`config.mk`:
```
export PLATFORM = sky130hd
export DESIGN_NAME = param_wb_cache
export DESIGN_NICKNAME = d
export VERILOG_FILES = /design/src/rtl/param_wb_cache_pkg.sv /design/src/rtl/cache_line_array.sv /design/src/rtl/param_wb_cache.sv
export SDC_FILE = /design/constraint.sdc
export NUM_CORES = 2
export LEC_CHECK = 0
export CAP_MARGIN = 20
export CORE_MARGIN = 3
export CORE_UTILIZATION = 35
export DETAILED_ROUTE_END_ITERATION = 12
export SYNTH_ARGS = -nofsm -noshare
export SYNTH_HDL_FRONTEND = slang
export SYNTH_HIERARCHICAL = 1
export SYNTH_SLANG_ARGS = --single-unit
export TNS_END_PERCENT = 1
```
`constraint.sdc`:
```
create_clock -name clk -period 17.9 [get_ports clk]
set_clock_uncertainty 0.2 [all_clocks]
set_input_delay 1.79 -clock clk [delete_from_list [all_inputs] [get_ports clk]]
set_output_delay 1.79 -clock clk [all_outputs]
set_load 0.02 [all_outputs]
```
`src/rtl/param_wb_cache_pkg.sv`:
```
`default_nettype none
// ============================================================================
// param_wb_cache_pkg : shared state encoding and address-split helpers
// Revision 1.0
// ============================================================================
package param_wb_cache_pkg;

    localparam int BYTE_OFF_W = 2;

    typedef enum logic [1:0] {
        ST_IDLE      = 2'd0,
        ST_COMPARE   = 2'd1,
        ST_WRITEBACK = 2'd2,
        ST_ALLOCATE  = 2'd3
    } state_t;

    function automatic int tag_width(input int addr_w, input int index_w, input int offset_w);
        return addr_w - index_w - offset_w - BYTE_OFF_W;
    endfunction

endpackage
`default_nettype wire

```
`src/rtl/cache_line_array.sv`:
```
`default_nettype none
// ============================================================================
// cache_line_array : V/D flops, tag and data storage with word-update and
//                    line-fill write ports, combinational read by index
// Revision 1.0
// ============================================================================
module cache_line_array
    import param_wb_cache_pkg::*;
#(
    parameter int INDEX_W  = 4,
    parameter int OFFSET_W = 2,
    parameter int TAG_W    = 26,
    parameter int DATA_W   = 32
) (
    input  logic                clk,
    input  logic                rst,
    input  logic [INDEX_W-1:0]  i_index,
    input  logic [OFFSET_W-1:0] i_rd_off_a,
    input  logic [OFFSET_W-1:0] i_rd_off_b,
    output logic                o_valid,
    output logic                o_dirty,
    output logic [TAG_W-1:0]    o_tag,
    output logic [DATA_W-1:0]   o_rdata_a,
    output logic [DATA_W-1:0]   o_rdata_b,
    input  logic                i_wr_en,
    input  logic [OFFSET_W-1:0] i_wr_off,
    input  logic [DATA_W-1:0]   i_wr_data,
    input  logic                i_fill_en,
    input  logic                i_fill_last,
    input  logic [OFFSET_W-1:0] i_fill_off,
    input  logic [DATA_W-1:0]   i_fill_data,
    input  logic [TAG_W-1:0]    i_fill_tag
);

    localparam int c_SETS  = 1 << INDEX_W;
    localparam int c_WORDS = 1 << OFFSET_W;

    logic [c_SETS-1:0] r_valid;
    logic [c_SETS-1:0] r_dirty;
    logic [TAG_W-1:0]  r_tag  [c_SETS];
    logic [DATA_W-1:0] r_data [c_SETS*c_WORDS];

    // Any fill beat invalidates the line until its last beat lands, so an
    // abandoned refill never leaves a half-written line marked valid.
    always_ff @(posedge clk) begin
        if (rst) begin
            r_valid <= '0;
            r_dirty <= '0;
        end else if (i_fill_en) begin
            r_valid[i_index] <= i_fill_last;
            r_dirty[i_index] <= 1'b0;
        end else if (i_wr_en) begin
            r_dirty[i_index] <= 1'b1;
        end
    end

    always_ff @(posedge clk) begin
        if (i_fill_en) begin
            r_data[{i_index, i_fill_off}] <= i_fill_data;
            if (i_fill_last) begin
                r_tag[i_index] <= i_fill_tag;
            end
        end else if (i_wr_en) begin
            r_data[{i_index, i_wr_off}] <= i_wr_data;
        end
    end

    assign o_valid   = r_valid[i_index];
    assign o_dirty   = r_dirty[i_index];
    assign o_tag     = r_tag[i_index];
    assign o_rdata_a = r_data[{i_index, i_rd_off_a}];
    assign o_rdata_b = r_data[{i_index, i_rd_off_b}];

endmodule
`default_nettype wire

```
`src/rtl/param_wb_cache.sv`:
```
`default_nettype none
// ============================================================================
// param_wb_cache : direct-mapped write-back/write-allocate cache, burst memory
//                  port. Define CACHE_PERF_CNT_EN for hit/miss counters.
// Revision 1.0
// ============================================================================
module param_wb_cache
    import param_wb_cache_pkg::*;
#(
    parameter int ADDR_W   = 32,
    parameter int DATA_W   = 32,
    parameter int INDEX_W  = 4,
    parameter int OFFSET_W = 2
) (
    input  logic              clk,
    input  logic              rst,
    input  logic              cpu_req_valid,
    input  logic              cpu_req_wr,
    input  logic [ADDR_W-1:0] cpu_req_addr,
    input  logic [DATA_W-1:0] cpu_req_wdata,
    output logic              cpu_req_ready,
    output logic              cpu_resp_valid,
    output logic [DATA_W-1:0] cpu_resp_rdata,
`ifdef CACHE_PERF_CNT_EN
    output logic [31:0]       perf_hit_cnt,
    output logic [31:0]       perf_miss_cnt,
`endif
    output logic              mem_req_valid,
    output logic              mem_req_wr,
    output logic [ADDR_W-1:0] mem_req_addr,
    output logic [DATA_W-1:0] mem_req_wdata,
    input  logic              mem_req_ready,
    input  logic [DATA_W-1:0] mem_resp_rdata
);

    localparam int                c_TAG_W     = tag_width(ADDR_W, INDEX_W, OFFSET_W);
    localparam logic [OFFSET_W-1:0] c_LAST_BEAT = '1;

    state_t              r_state, w_next;
    logic [ADDR_W-1:0]   r_addr;
    logic                r_wr;
    logic [DATA_W-1:0]   r_wdata;
    logic [OFFSET_W-1:0] r_beat;

    logic [c_TAG_W-1:0]  w_req_tag, w_tag;
    logic [INDEX_W-1:0]  w_index;
    logic [OFFSET_W-1:0] w_req_off;
    logic                w_valid, w_dirty, w_hit;
    logic [DATA_W-1:0]   w_word, w_wb_word;
    logic                w_in_burst, w_beat_acc, w_last_acc;
    logic                w_wr_en, w_fill_en, w_fill_last;
    logic                w_unused_ok;

    assign w_req_tag   = r_addr[ADDR_W-1 -: c_TAG_W];
    assign w_index     = r_addr[BYTE_OFF_W+OFFSET_W +: INDEX_W];
    assign w_req_off   = r_addr[BYTE_OFF_W +: OFFSET_W];
    assign w_unused_ok = ^r_addr[BYTE_OFF_W-1:0];

    assign w_hit      = w_valid && (w_tag == w_req_tag);
    assign w_in_burst = (r_state == ST_WRITEBACK) || (r_state == ST_ALLOCATE);
    assign w_beat_acc = w_in_burst && mem_req_ready;
    assign w_last_acc = w_beat_acc && (r_beat == c_LAST_BEAT);

    cache_line_array #(
        .INDEX_W  (INDEX_W),
        .OFFSET_W (OFFSET_W),
        .TAG_W    (c_TAG_W),
        .DATA_W   (DATA_W)
    ) u_lines (
        .clk         (clk),
        .rst         (rst),
        .i_index     (w_index),
        .i_rd_off_a  (w_req_off),
        .i_rd_off_b  (r_beat),
        .o_valid     (w_valid),
        .o_dirty     (w_dirty),
        .o_tag       (w_tag),
        .o_rdata_a   (w_word),
        .o_rdata_b   (w_wb_word),
        .i_wr_en     (w_wr_en),
        .i_wr_off    (w_req_off),
        .i_wr_data   (r_wdata),
        .i_fill_en   (w_fill_en),
        .i_fill_last (w_fill_last),
        .i_fill_off  (r_beat),
        .i_fill_data (mem_resp_rdata),
        .i_fill_tag  (w_req_tag)
    );

    always_ff @(posedge clk) begin
        if (rst) begin
            r_state <= ST_IDLE;
            r_beat  <= '0;
            r_addr  <= '0;
            r_wr    <= 1'b0;
            r_wdata <= '0;
        end else begin
            r_state <= w_next;
            if (w_beat_acc) begin
                r_beat <= r_beat + 1'b1;
            end
            if (r_state == ST_IDLE && cpu_req_valid) begin
                r_addr  <= cpu_req_addr;
                r_wr    <= cpu_req_wr;
                r_wdata <= cpu_req_wdata;
            end
        end
    end

    always_comb begin
        w_next         = r_state;
        cpu_req_ready  = 1'b0;
        cpu_resp_valid = 1'b0;
        cpu_resp_rdata = '0;
        mem_req_valid  = 1'b0;
        mem_req_wr     = 1'b0;
        mem_req_addr   = '0;
        mem_req_wdata  = '0;
        w_wr_en        = 1'b0;
        w_fill_en      = 1'b0;
        w_fill_last    = 1'b0;
        case (r_state)
            ST_IDLE: begin
                cpu_req_ready = !rst;
                if (cpu_req_valid) begin
                    w_next = ST_COMPARE;
                end
            end
            ST_COMPARE: begin
                if (w_hit) begin
                    cpu_resp_valid = 1'b1;
                    cpu_resp_rdata = w_word;
                    w_wr_en        = r_wr;
                    w_next         = ST_IDLE;
                end else if (w_dirty) begin
                    w_next = ST_WRITEBACK;
                end else begin
                    w_next = ST_ALLOCATE;
                end
            end
            ST_WRITEBACK: begin
                mem_req_valid = 1'b1;
                mem_req_wr    = 1'b1;
                mem_req_addr  = {w_tag, w_index, r_beat, 2'b00};
                mem_req_wdata = w_wb_word;
                if (w_last_acc) begin
                    w_next = ST_ALLOCATE;
                end
            end
            ST_ALLOCATE: begin
                mem_req_valid = 1'b1;
                mem_req_addr  = {w_req_tag, w_index, r_beat, 2'b00};
                w_fill_en     = w_beat_acc;
                w_fill_last   = w_last_acc;
                if (w_last_acc) begin
                    w_next = ST_COMPARE;
                end
            end
            default: w_next = ST_IDLE;
        endcase
    end

`ifdef CACHE_PERF_CNT_EN
    logic        r_refilled;
    logic [31:0] r_hit_cnt, r_miss_cnt;

    // The compare that follows a refill always hits and is not a new request.
    always_ff @(posedge clk) begin
        if (rst) begin
            r_refilled <= 1'b0;
            r_hit_cnt  <= '0;
            r_miss_cnt <= '0;
        end else begin
            if (r_state == ST_IDLE && cpu_req_valid) begin
                r_refilled <= 1'b0;
            end else if (r_state == ST_ALLOCATE && w_last_acc) begin
                r_refilled <= 1'b1;
            end
            if (r_state == ST_COMPARE && !r_refilled) begin
                if (w_hit) begin
                    r_hit_cnt <= r_hit_cnt + 32'd1;
                end else begin
                    r_miss_cnt <= r_miss_cnt + 32'd1;
                end
            end
        end
    end

    assign perf_hit_cnt  = r_hit_cnt;
    assign perf_miss_cnt = r_miss_cnt;
`endif

endmodule
`default_nettype wire

```
==> results summary <==
The slew of the pin with the lowest slew margin came out at 1.22 ns. The worst setup timing slack at the placement stage is 9.41 ns. The setup path with the least slack is of type reg2out. The share of synthesized area spent on multiplexers came out at 0.235. The post-detailed-route via-to-cell ratio is 6.20.

The maximum level of the CTS H-tree came out at 5. The worst setup path is launched from a register. The area growth from synthesis to layout is 14.8%. The total routed wirelength is 355000 um.

Setup violations remaining at the end of the flow were counted as 0. The number of slew-limit violations in the final report is 0. After routing, the total negative slack on setup checks comes to 0 ns. Of the total synthesized cell area, the portion taken by XOR and XNOR cells is 0.00195. Clock tree synthesis selected as its root buffer the cell sky130_fd_sc_hd__clkbuf_16. The number of instances on the worst hold path came out at 2.

Among all flip-flop cells after synthesis, the most frequent one is sky130_fd_sc_hd__edfxtp_1. The number of buffers created by CTS came out at 283. The starting density of the core came out at 0.352.

The final weighted congestion in routability-driven placement is 0.778. The wire length of the first global-routing pass is 495000 um. The number of antenna violations at the first check in global routing came to 27.

The setup fix buffers added after clock tree synthesis came out at 0. The via count of the first global-routing pass came out at 64300. The final net count came out at 5891.

The clock net in this run drives a total of 2531 sinks. The largest delay contributor family on the critical path is buffers and inverters. By area, the combinational part of the netlist is dominated by multiplexers.

The die is 572 um tall. The die width is 572 um. In this run the worst hold path is classified as reg2reg. For the worst flop-to-flop path, the logic depth is 14. The overall track demand over capacity in global routing is 0.214. The peak supply drop came out at 0.0000699 V. For the worst-skew pair, the clock arrives at the later sink with an insertion delay of 0.91 ns.

The post-layout instance count excluding filler cells came out at 10200. Once placement finished, the instance area stood at 119000 um2. In the final layout, the share of cells above drive strength 1 is 0.310. Detailed placement ended at an HPWL of 188000 um. The clock period minus worst slack came out at 9.11 ns. The number of instances resized during post-cts repair is 0. The critical-path maximum fanout is 44. The post-synth design cell area is 112000 um2.

The count of input and output buffers is 196. The pin count of the biggest net entering global routing came out at 149. The per-cell routed wire length came out at 34.8 um. Among the stages of the critical path, the cell type that occurs most often is sky130_fd_sc_hd__buf_4. Of the total synthesized cell area, the portion taken by AND, OR, NAND and NOR gates is 0.0204. The iteration count of the initial detailed-routing pass is 8.

Once placement completed, the tool counted placed cells totaling 9669. The synthesized netlist contains 47 unique library cells. For this design, the CTS-stage hold fixing added 0 buffers. The number of inserted filler cells in the final layout is 27900. STA classifies the critical path endpoint as a primary output.

The sequential share of the synthesized area is 0.670. The core region area is 318000 um2. The required time of the critical path is 15.91 ns. The flow ran to the end, and the final reports show no timing, DRC or antenna violations. The warning count from the yosys run came out at 6. The final core utilization came out at 0.404.

The number of DRC markers in iteration 0 is 8894. The count of antenna-violating nets left after detailed routing came out at 0. After detailed routing, the number of remaining DRC violations is 0. The clock-pin slew on the worst setup and hold paths came out at 0.06 ns.

The max-cap violation count came out at 0. Summing over every cut layer, the via total after detailed routing is 63300. In this run the power density over the cells is 110 nW/um2. The TritonCTS clock tree is built. The number of top-level design ports came out at 201. Of the available clock period, the critical path in the final layout requires 0.509. The number of synthesized flops with an enable pin is 2432. The area fraction in compound gates after synthesis came out at 0.0534. Dividing the synthesized area by the synthesized cell count gives 20.0 um2.

The worst path setup slack after routing came out at 8.79 ns. The die area is 327000 um2. The number of buffers and inverters on the critical path is 4. The number of register bits inferred by synthesis is 2531. Once layout is done, the placed cells without fillers occupy 129000 um2. The static leakage power is 37.9 nW.

Setup repair after global routing left no endpoint under its margin. Of the total synthesized cell area, the portion taken by full adders, half adders and majority gates is 0.000559. The overflow left after global routing is 0. For this design, the slowest cell found on the critical path is sky130_fd_sc_hd__dfxtp_4.

Measured against its own limit, the worst slew margin works out to 0.187. For this run, the slowest stage of the critical path takes 0.91 ns. The synthesized instance count came out at 5589. Based on the critical path, the design can be clocked at up to 110 MHz.

Traced cell by cell, the critical path runs through buf_4 > buf_4 > buf_4 > mux4_2 > a22oi_1 > a21oi_1 > or4_1 > and2_1 > clkdlybuf4s50_1. Counting flops with an async set or reset pin after synthesis yields a share of 0. The number of core rows is 207. Data on the critical path arrives at its endpoint at 7.12 ns.

The number of gates on the worst path with buffers counted is 9. The maximum number of buffers from clock root to sink is 4. The total count of hold-check failures in the final report came out at 0.
-- cell type report --
| type | count | area (um2) | share of cell area |
|---|---|---|---|
| Clock inverter | 159 | 1590 | 0.0123 |
| Multi-Input combinational cell | 2579 | 35500 | 0.276 |
| Inverter | 22 | 82.6 | 0.000642 |
| Clock buffer | 349 | 7600 | 0.0591 |
| Antenna cell | 19 | 47.5 | 0.000370 |
| Timing Repair Buffer | 368 | 3530 | 0.0274 |
| Tap cell | 4180 | 5230 | 0.0407 |
| Sequential cell | 2531 | 75000 | 0.584 |
-- cells in the final DEF, fill, tap and decap left out, types with 60 or more instances in the layout --
cell type                         instances
sky130_fd_sc_hd__clkbuf_16              294
sky130_fd_sc_hd__edfxtp_1              2432
sky130_fd_sc_hd__a22oi_1                512
sky130_fd_sc_hd__dfxtp_1                 91
sky130_fd_sc_hd__nand2_1                157
sky130_fd_sc_hd__mux4_2                1154
sky130_fd_sc_hd__a21oi_1                337
sky130_fd_sc_hd__buf_4                  151
sky130_fd_sc_hd__or4_1                   64
sky130_fd_sc_hd__and2_1                  60
sky130_fd_sc_hd__clkdlybuf4s50_1        195
sky130_fd_sc_hd__nor2_4                  65
sky130_fd_sc_hd__clkinv_1                62
-- cells by family (layout without fill, tap and decap cells) --
logic type | count (synthesis) | after routing
mux | 1188 | 1188
other cells | 1 | 21
compound gates | 913 | 913
fa+ha+maj | 5 | 5
xor+xnor | 25 | 25
flops | 2531 | 2531
buf+inv | 480 | 898
simple gates | 446 | 446
-- through the flow --
| step | total power, mW | hold WS, ns |
|---|---|---|
| global placement | 8.40 | 0.244 |
| global route | 14.6 | 0.277 |
| detailed placement | 8.42 | 0.247 |
| finish | 14.1 | 0.253 |
| CTS | 14.2 | 0.255 |
| floorplan | 7.80 | 0.232 |
-- report_power, final --
part	switching [mW]	internal [mW]
combinational	1.01	0.676
sequential	0.0713	6.53
clock	2.44	3.38
-- cells in the mapped netlist, types with 19 or more instances --
cell	number	area (um2)
sky130_fd_sc_hd__a21oi_1	337	1690
sky130_fd_sc_hd__a22o_1	23	201
sky130_fd_sc_hd__a22oi_1	512	3840
sky130_fd_sc_hd__and2_1	62	388
sky130_fd_sc_hd__buf_1	42	158
sky130_fd_sc_hd__buf_2	87	435
sky130_fd_sc_hd__buf_4	29	218
sky130_fd_sc_hd__clkbuf_1	293	1100
sky130_fd_sc_hd__dfxtp_1	99	1980
sky130_fd_sc_hd__edfxtp_1	2432	73000
sky130_fd_sc_hd__inv_1	22	82.6
sky130_fd_sc_hd__mux2_2	32	360
sky130_fd_sc_hd__mux4_2	1154	26000
sky130_fd_sc_hd__nand2_1	159	597
sky130_fd_sc_hd__nor2_1	88	330
sky130_fd_sc_hd__nor3_1	19	95.1
sky130_fd_sc_hd__or4_1	64	480
sky130_fd_sc_hd__xor2_1	24	210
-- worst reg2reg max path, cell delays in order (launching register included) --
cell and delay, ns:
sky130_fd_sc_hd__dfxtp_4 0.86, sky130_fd_sc_hd__buf_4 0.92, sky130_fd_sc_hd__mux4_2 0.63, sky130_fd_sc_hd__mux4_2 0.54, sky130_fd_sc_hd__xor2_1 0.22, sky130_fd_sc_hd__nor4_1 0.34
sky130_fd_sc_hd__nand4_1 0.23, sky130_fd_sc_hd__nor3_4 0.20, sky130_fd_sc_hd__buf_4 0.56, sky130_fd_sc_hd__and2_2 0.54, sky130_fd_sc_hd__nor4bb_1 0.27, sky130_fd_sc_hd__a31o_2 0.16
sky130_fd_sc_hd__nand2_1 0.45, sky130_fd_sc_hd__nor2_4 0.98, sky130_fd_sc_hd__buf_4 0.74
-- flip-flops by register name, summed over array words and instances, names as in the netlist, named ones only --
signal / flops
r_wr: 1
r_beat: 2
u_lines/r_tag: 384
r_addr: 30
u_lines/r_data: 2048
u_lines/r_valid: 16
r_wdata: 32
r_state: 2
-- layer usage --
metal	up-vias	part of all wire	global-route usage
met5	-	0.00021	0
met2	3493	0.47	0.341
met1	34500	0.40	0.298
met3	611	0.093	0.0388
li1	24700	-	-
met4	10	0.035	0.0707
-- path summary, 6_finish.rpt --
kind,startpoint,to,slack [ns]
hold reg to reg,r_wdata[19]$_SDFFE_PP0P_,r_wdata[19]$_SDFFE_PP0P_,0.25
setup reg to reg,r_addr[4]$_SDFFE_PP0P_,u_lines/r_data[21][8]$_DFFE_PP_,9.59
setup / recovery,r_beat[0]$_SDFFE_PP0P_,mem_req_wdata[15],8.79
hold / removal,r_wdata[19]$_SDFFE_PP0P_,r_wdata[19]$_SDFFE_PP0P_,0.25
Power figures use the tool's default switching activity.
